==> src/rtl/gb_capture_ctrl.sv <==
// Game Boy LCD capture controller: synchronises and filters the LCD bus,
// turns pixel clock edges into framebuffer writes, checks frame geometry
// and rotates three framebuffer banks so scan-out only sees whole frames.
module gb_capture_ctrl #(
  parameter int H_PIXELS   = 160,
  parameter int V_LINES    = 144,
  parameter int FILTER_LEN = 2,
  parameter int PIX_W      = 15
) (
  input  logic             clk,
  input  logic             rst,
  input  logic             iclk,
  input  logic             ihsync,
  input  logic             ivsync,
  input  logic [1:0]       idata,
  input  logic             vblank,
  output logic             wr_en,
  output logic [PIX_W+1:0] wr_addr,
  output logic [1:0]       wr_data,
  output logic [1:0]       rd_bank,
  output logic             frame_ok,
  output logic             frame_err,
  output logic [7:0]       skip_count
);

  localparam int XW = $clog2(H_PIXELS + 2);
  localparam int YW = $clog2(V_LINES + 1);

  localparam logic [XW-1:0]    H_X      = XW'(H_PIXELS);
  localparam logic [XW-1:0]    X_ONE    = XW'(1);
  localparam logic [YW-1:0]    V_Y      = YW'(V_LINES);
  localparam logic [YW-1:0]    Y_ONE    = YW'(1);
  localparam logic [PIX_W-1:0] LB_STEP  = PIX_W'(H_PIXELS);
  localparam logic [3:0]       CNT_LAST = 4'(FILTER_LEN - 1);

  localparam logic [0:0] ST_IDLE    = 1'b0;
  localparam logic [0:0] ST_CAPTURE = 1'b1;

  // Channel order for the control lines: 0 = iclk, 1 = ihsync, 2 = ivsync.
  logic [2:0] ctl_s1_reg, ctl_s2_reg;
  logic [1:0] dat_s1_reg, dat_s2_reg;
  logic [2:0] ctl_filt;
  logic [2:0] filt_prev_reg;

  // Two-flop synchronisers for every asynchronous LCD input.
  always_ff @(posedge clk or posedge rst) begin
    if (rst) begin
      ctl_s1_reg <= 3'b111;
      ctl_s2_reg <= 3'b111;
      dat_s1_reg <= 2'b00;
      dat_s2_reg <= 2'b00;
    end else begin
      ctl_s1_reg <= {ivsync, ihsync, iclk};
      ctl_s2_reg <= ctl_s1_reg;
      dat_s1_reg <= idata;
      dat_s2_reg <= dat_s1_reg;
    end
  end

  genvar gi;
  generate
    for (gi = 0; gi < 3; gi++) begin : g_filt
      logic       f_reg;
      logic [3:0] cnt_reg;
      // Filtered level flips only after FILTER_LEN consecutive differing samples.
      always_ff @(posedge clk or posedge rst) begin
        if (rst) begin
          f_reg   <= 1'b1;
          cnt_reg <= 4'd0;
        end else if (ctl_s2_reg[gi] == f_reg) begin
          cnt_reg <= 4'd0;
        end else if (cnt_reg == CNT_LAST) begin
          f_reg   <= ctl_s2_reg[gi];
          cnt_reg <= 4'd0;
        end else begin
          cnt_reg <= cnt_reg + 4'd1;
        end
      end
      assign ctl_filt[gi] = f_reg;
    end
  endgenerate

  logic pix_det, line_det, frame_det;
  assign pix_det   = filt_prev_reg[0] & ~ctl_filt[0] & ~ctl_filt[1];
  assign line_det  = ~filt_prev_reg[1] & ctl_filt[1];
  assign frame_det = ~filt_prev_reg[2] & ctl_filt[2];

  logic       pix_ev_reg, line_ev_reg, frame_ev_reg;
  logic [1:0] pix_data_reg;

  // Register decoded edge events with the pixel value seen at detection.
  always_ff @(posedge clk or posedge rst) begin
    if (rst) begin
      filt_prev_reg <= 3'b111;
      pix_ev_reg    <= 1'b0;
      line_ev_reg   <= 1'b0;
      frame_ev_reg  <= 1'b0;
      pix_data_reg  <= 2'b00;
    end else begin
      filt_prev_reg <= ctl_filt;
      pix_ev_reg    <= pix_det;
      line_ev_reg   <= line_det;
      frame_ev_reg  <= frame_det;
      pix_data_reg  <= ~dat_s2_reg;
    end
  end

  logic [0:0]       state_reg, state_next;
  logic [XW-1:0]    x_reg, x_next;
  logic [YW-1:0]    y_reg, y_next;
  logic [PIX_W-1:0] line_base_reg, line_base_next;
  logic             bad_reg, bad_next;
  logic [1:0]       w_reg, w_next, r_reg, r_next, d_reg, d_next;
  logic             rv_reg, rv_next;
  logic [7:0]       skip_reg, skip_next;
  logic             wr_en_reg, wr_en_next;
  logic [PIX_W+1:0] wr_addr_reg, wr_addr_next;
  logic [1:0]       wr_data_reg, wr_data_next;
  logic             ok_reg, ok_next, err_reg, err_next;
  logic             complete;
  logic [1:0]       d_mid;
  logic             rv_mid;

  // Capture FSM, geometry check and bank rotation (vblank applied before completion).
  always_comb begin
    state_next     = state_reg;
    x_next         = x_reg;
    y_next         = y_reg;
    line_base_next = line_base_reg;
    bad_next       = bad_reg;
    wr_en_next     = 1'b0;
    wr_addr_next   = wr_addr_reg;
    wr_data_next   = wr_data_reg;
    ok_next        = 1'b0;
    err_next       = 1'b0;
    complete       = 1'b0;

    case (state_reg)
      ST_IDLE: begin
        if (frame_ev_reg) begin
          state_next     = ST_CAPTURE;
          x_next         = '0;
          y_next         = '0;
          line_base_next = '0;
          bad_next       = 1'b0;
        end
      end
      default: begin
        if (frame_ev_reg) begin
          // Early vsync: drop this frame and restart in the same bank.
          err_next       = 1'b1;
          x_next         = '0;
          y_next         = '0;
          line_base_next = '0;
          bad_next       = 1'b0;
        end else begin
          if (pix_ev_reg) begin
            if (x_reg < H_X) begin
              wr_en_next   = 1'b1;
              wr_addr_next = {w_reg, line_base_reg + PIX_W'(x_reg)};
              wr_data_next = pix_data_reg;
              x_next       = x_reg + X_ONE;
            end else begin
              bad_next = 1'b1;
            end
          end
          if (line_ev_reg && (x_next != '0)) begin
            if (x_next != H_X) begin
              bad_next = 1'b1;
            end
            x_next         = '0;
            y_next         = y_reg + Y_ONE;
            line_base_next = line_base_reg + LB_STEP;
            if (y_next == V_Y) begin
              complete   = 1'b1;
              state_next = ST_IDLE;
            end
          end
        end
      end
    endcase

    d_mid  = d_reg;
    rv_mid = rv_reg;
    if (vblank && rv_reg) begin
      d_mid  = r_reg;
      rv_mid = 1'b0;
    end
    d_next    = d_mid;
    rv_next   = rv_mid;
    r_next    = r_reg;
    w_next    = w_reg;
    skip_next = skip_reg;

    if (complete) begin
      if (bad_next) begin
        err_next = 1'b1;
      end else begin
        ok_next = 1'b1;
        r_next  = w_reg;
        if (!rv_mid) begin
          // The free bank is whichever of 0..2 is neither displayed nor written.
          w_next  = 2'd3 - d_mid - w_reg;
          rv_next = 1'b1;
        end else begin
          w_next = r_reg;
          if (skip_reg != 8'hff) begin
            skip_next = skip_reg + 8'd1;
          end
        end
      end
    end
  end

  // State and output registers.
  always_ff @(posedge clk or posedge rst) begin
    if (rst) begin
      state_reg     <= ST_IDLE;
      x_reg         <= '0;
      y_reg         <= '0;
      line_base_reg <= '0;
      bad_reg       <= 1'b0;
      w_reg         <= 2'd1;
      r_reg         <= 2'd0;
      d_reg         <= 2'd0;
      rv_reg        <= 1'b0;
      skip_reg      <= 8'd0;
      wr_en_reg     <= 1'b0;
      wr_addr_reg   <= '0;
      wr_data_reg   <= 2'b00;
      ok_reg        <= 1'b0;
      err_reg       <= 1'b0;
    end else begin
      state_reg     <= state_next;
      x_reg         <= x_next;
      y_reg         <= y_next;
      line_base_reg <= line_base_next;
      bad_reg       <= bad_next;
      w_reg         <= w_next;
      r_reg         <= r_next;
      d_reg         <= d_next;
      rv_reg        <= rv_next;
      skip_reg      <= skip_next;
      wr_en_reg     <= wr_en_next;
      wr_addr_reg   <= wr_addr_next;
      wr_data_reg   <= wr_data_next;
      ok_reg        <= ok_next;
      err_reg       <= err_next;
    end
  end

  assign wr_en      = wr_en_reg;
  assign wr_addr    = wr_addr_reg;
  assign wr_data    = wr_data_reg;
  assign rd_bank    = d_reg;
  assign frame_ok   = ok_reg;
  assign frame_err  = err_reg;
  assign skip_count = skip_reg;

endmodule

==> config.mk <==
export PLATFORM = sky130hd
export DESIGN_NAME = gb_capture_ctrl
export DESIGN_NICKNAME = d
export VERILOG_FILES = /design/src/rtl/gb_capture_ctrl.sv
export SDC_FILE = /design/constraint.sdc
export NUM_CORES = 1
export LEC_CHECK = 0
export BUFFER_PORTS_ARGS = -buffer_cell sky130_fd_sc_hd__buf_2
export CAP_MARGIN = 20
export CORE_UTILIZATION = 49
export CTS_BUF_LIST = sky130_fd_sc_hd__clkbuf_4 sky130_fd_sc_hd__clkbuf_8
export DETAILED_ROUTE_END_ITERATION = 16
export GPL_TIMING_DRIVEN = 0
export PLACE_DENSITY_LB_ADDON = 0.1
export SYNTH_ARGS = -nofsm -noshare
export SYNTH_HDL_FRONTEND = slang
export SYNTH_SLANG_ARGS = --single-unit
==> constraint.sdc <==
create_clock -name clk -period 5.2 [get_ports clk]
set_clock_uncertainty 0.15 [all_clocks]
set_input_delay 1.56 -clock clk [delete_from_list [all_inputs] [get_ports clk]]
set_output_delay 1.56 -clock clk [all_outputs]
set_load 0.02 [all_outputs]
# After elaboration in Yosys (flattened, before gate mapping)
# Index checks and enable logic that the tools add are counted.
[totals]
reg_bits = 103
elab_cells = 127
[op_classes]
n_addsub = 10
magnitude_cmp = 1
eq_ne = 9
muxes = 51
bitwise_logic = 14
n_reduce_logical = 12
[op_table]
columns = ["cell", "count"]
rows = [
  ["8-bit two-way mux", 11],
  ["15-bit two-way mux", 4],
  ["1-bit two-way mux", 28],
  ["8-bit by 1-bit adder with 8-bit output, second input constant", 3],
  ["4-bit two-way mux", 6],
  ["8-bit != test, second input constant", 2],
  ["15-bit by 8-bit adder with 15-bit output", 1],
  ["15-bit by 8-bit adder with 15-bit output, second input constant", 1],
  ["4-bit by 1-bit adder with 4-bit output, second input constant", 3],
  ["4-bit by 1-bit equality test with 1-bit output, second input constant", 3],
  ["2-bit AND reduction", 5],
  ["1-bit inverter", 9],
  ["8-bit equality test, second input constant", 1],
  ["8-bit < comparator, second input constant", 1],
  ["4-bit AND reduction", 2],
  ["8-bit nonzero test", 1],
  ["1-bit bitwise AND", 4],
  ["2-bit two-way mux", 2],
  ["2-bit nonzero test", 2],
  ["1-bit equality test", 3],
  ["1-bit logical AND", 2],
  ["2-bit inverter", 1],
  ["2-bit subtractor", 1],
  ["2-bit subtractor, first input constant", 1],
]

# Logic depth before layout (Yosys ltp)
[depth]
ltp_word = 12
depth_mapped = 9
mapped_depth_nobuf = 7

# Worst setup path after synthesis
# No wires, ideal clock.
[synth_path]
path_kind = "input to register"
from = "input vblank"
to = "register skip_reg[1], in the netlist skip_count[1]"
setup_ns = 0.128
t_arrival_ns = 2.816
required_ns = 4.922
slack_ns = 2.107
path_stages = 4
path_buffers = 0
cell_sequence = "nand2b_1 > a41oi_1 > nor4b_2 > mux2_1"
[synth_between]
elab_chain_len = 3
[synth_lines]
columns = ["item", "line", "rtl"]
rows = [
  ["start: declaration", "16", "input logic vblank,"],
  ["1-bit logical AND", "185", "if (vblank && rv_reg) begin"],
  ["1-bit two-way mux", "185", ""],
  ["4-bit AND reduction (no line)", "n/a", ""],
  ["end signal: assignment", "243", "skip_reg <= skip_next;"],
  ["end: declaration", "115", "logic [7:0] skip_reg, skip_next;"],
]
# No other way between the ends.
# A chain may end at the register's enable or synchronous reset.

# Final worst setup path
[layout_path]
from = "register y_reg[3]"
to = "register r_reg[1]"
[layout_between]
elab_chain_len = 7
[layout_lines]
columns = ["item", "line", "rtl"]
rows = [
  ["start: declaration", "110", "logic [YW-1:0] y_reg, y_next;"],
  ["start signal: assignment", "236", "y_reg <= y_next;"],
  ["8-bit by 1-bit adder with 8-bit output", "172", "y_next = y_reg + Y_ONE;"],
  ["8-bit equality test", "174", "if (y_next == V_Y) begin"],
  ["1-bit two-way mux", "174", ""],
  ["1-bit two-way mux", "167", "if (line_ev_reg && (x_next != '0)) begin"],
  ["1-bit two-way mux", "149", "if (frame_ev_reg) begin"],
  ["1-bit two-way mux", "138", "case (state_reg)"],
  ["2-bit AND reduction (no line)", "n/a", ""],
  ["end signal: assignment", "240", "r_reg <= r_next;"],
  ["end: declaration", "113", "logic [1:0] w_reg, w_next, r_reg, r_next, d_reg, d_next;"],
]
# No other way between the ends.

==> results.py <==
metrics = {
    "outcome": {
        "run_status": "finished clean",
    },
    "floorplan": {
        "num_io_pins": 40,
        "die_width_um": 99.5,
        "dieHeight_um": 99.5,
        "rows": 35,
        "coreArea_mm2": 0.00924,
        "dieArea_mm2": 0.00990,
        "start_util": 0.504,
    },
    "synth": {
        "ys_seq_area_frac": 0.530,
        "ys_types": 60,
        "synth_area_per_cell_um2": 10.8,
        "ys_seq_elements": 98,
        "syn_nets": 455,
        "yosysWarnings": 0,
        "synth_ff_type": "dfrtp_1",
        "synth_async_sr_flop_share": 1.00,
        "synth_cells": 433,
        "synth_edf_count": 0,
        "syn_area_mm2": 0.00466,
    },
    "sta": {
        "relSlewSlack": 0.438,
        "setup_slack_ps": 2090,
        "worstMarginPinSlew_ps": 841,
        "finalMaxSlewViolations": 0,
        "whs_ps": 206,
        "rsz0062_at_grt": "false",
        "fin_crit_sh": 0.597,
        "fin_crit_ps": 3110,
        "setup_violations": 0,
        "finalHoldViolCount": 0,
        "fmax_mhz": 322,
    },
    "cts": {
        "clock_latency_ps": 360,
        "cts_made_buffers": 9,
        "clkTransAtPathRegs_ps": 100,
        "clockBufferDepth": 2,
        "cts_sinks": 98,
        "clock-root-buffer": "clkbuf_8",
        "cts_resized": 0,
        "htreeDepth": 3,
        "cts_tree": "done",
        "holdBufCountCts": 0,
        "postCtsSetupBuffers": 0,
    },
    "critical_path": {
        "critPathCaptureType": "flip-flop",
        "max_stage_delay_ps": 800,
        "worstPathRequired_ps": 5290,
        "crit_slowest_cell": "a2111oi_1",
        "critical_path_buf_inv_count": 1,
        "path_cells": "clkbuf_1, nand3b_1, a2111oi_1, o21ai_1, nor3_2, mux2_1",
        "worstPathArrival_ps": 3200,
        "cp_max_fo": 10,
        "critical_path.top_delay_family": "compound AO/OA/AOI/OAI gates",
        "crit_type": "reg -> reg",
        "cp-start-kind": "flip-flop",
    },
    "global_route": {
        "grt_first_pass_wirelength_um": 15400,
        "first_global_vias": 3284,
        "grt_max_degree": 70,
        "grt_overflow": 0,
        "antenna_found_initial": 0,
        "grt_usage": 0.197,
    },
    "power": {
        "power.total_mw": 2.15,
        "ir_drop_mv": 0.276,
        "p_leak_nw": 2.39,
        "power_density_mw_per_mm2": 408,
    },
    "drt": {
        "post_drt_wl_per_cell_um": 14.3,
        "dr_wl_met3_um": 366,
        "drt_iter0_drc": 199,
        "top_layer": "met4",
        "ant_nets": 0,
        "avgViaCountPerCell": 5.47,
        "drt_pass1_iterations": 4,
        "num_vias": 3379,
        "wl_met1_um": 4270,
        "drt-total-wl_um": 8860,
        "met2_length_um": 4110,
        "drc": 0,
    },
    "finish": {
        "drive_gt1_frac": 0.211,
        "syn2layout_area_growth_pct": 13.0,
        "nets": 506,
        "largest_reg_flops": 17,
        "num_antenna_cells": 0,
        "final_area_mm2": 0.00527,
    },
    "place": {
        "gp_congestion": 0.829,
        "place_ws_ps": 1790,
        "placed_area_mm2": 0.00505,
        "dpl.hpwl_um": 6040,
        "portBuffers": 39,
    },
    "min_path": {
        "hold_class": "reg -> reg",
    },
    "job": {
        "drv_cap": 0,
    },
}
final timing paths:
kind,startpoint,end,slack [ps],depth (start not counted)
worst max-delay path,y_reg[3]$_DFFE_PP0P_,r_reg[1]$_DFFE_PP0P_,2090,6
worst min-delay path,dat_s1_reg[1]$_DFF_PP0_,dat_s2_reg[1]$_DFF_PP0_,210,0
worst max register to register,y_reg[3]$_DFFE_PP0P_,r_reg[1]$_DFFE_PP0P_,2090,6
worst min register to register,dat_s1_reg[1]$_DFF_PP0_,dat_s2_reg[1]$_DFF_PP0_,210,0
max in group asynchronous,rst,w_reg[0]$_DFFE_PP1P_,3170,3
min in group asynchronous,rst,wr_addr[7]$_DFFE_PP0P_,1040,2
synth_stat cells (all sizes together), types with 4 or more instances:
library cell,count,area [um2]
buf,8,55.1
or3,11,68.8
inv,11,41.3
clkbuf,13,48.8
nand2,38,143
o21ai,27,135
nand2b,6,37.5
nor2,31,116
nand3,20,100
nand4,6,37.5
dfstp,13,342
ha,14,175
nor3,10,55.1
xnor2,7,61.3
nor2b,4,25.0
o31ai,7,66.3
xor2,21,184
mux2,19,214
a31oi,7,43.8
or4,7,56.3
dfrtp,85,2130
nor4,4,25.0
a21oi,20,100
routing by layer:
layer	vias up	global-route usage
met5	-	0
met4	0	0.0645
met3	11	0.0478
met2	62	0.318
met1	1654	0.264
li1	1652	-
logic make-up after synthesis:
family          count (synthesis)  share of synthesized area
compound gates                 85                      0.124
xor+xnor                       28                     0.0526
fa+ha+maj                      14                     0.0376
buf+inv                        32                     0.0311
flops                          98                      0.530
mux                            21                     0.0502
simple gates                  155                      0.175
cell type report:
cell class	count	area, um2
fillers	807	3980
flip-flops and latches	98	2470
multi-input cells	303	2050
repair buffers	40	223
clock buffers	13	173
well taps	129	161
plain buffers	21	104
clock inverters	3	46.3
inverters	11	43.8
layout by cell type (no fill, tap or decap), types with 3 or more instances in the layout:
master	instances
a21o_1	3
dfrtp_1	85
nor2b_1	4
xnor2_1	7
mux2_2	15
nand2b_1	6
mux2_1	4
or3_1	11
o21ai_1	13
o21ai_0	14
clkbuf_8	12
nor2_1	31
clkbuf_1	13
ha_1	14
inv_1	10
nand3b_1	3
or4_1	6
nor3_1	9
a21oi_1	20
xor2_1	21
nand2_1	38
nand3_1	20
dfstp_2	13
a31oi_1	7
nand4_1	6
nor4_1	4
o31ai_1	6
buf_2	44
metrics by stage:
step / instances / TNS [ps] / util
floorplan: 433 / 0 / -
global placement: 601 / -12630 / 0.543
detailed placement: 602 / 0 / 0.546
CTS: 618 / 0 / 0.570
global route: 618 / 0 / 0.570
finish: 618 / 0 / 0.570
power by group:
group / internal [mW] / switching [mW] / leakage (nW)
Combinational: 0.225 / 0.387 / 1.00
Clock: 0.268 / 0.256 / 0.109
Sequential: 0.906 / 0.104 / 1.28
Power figures use the tool's default switching activity.
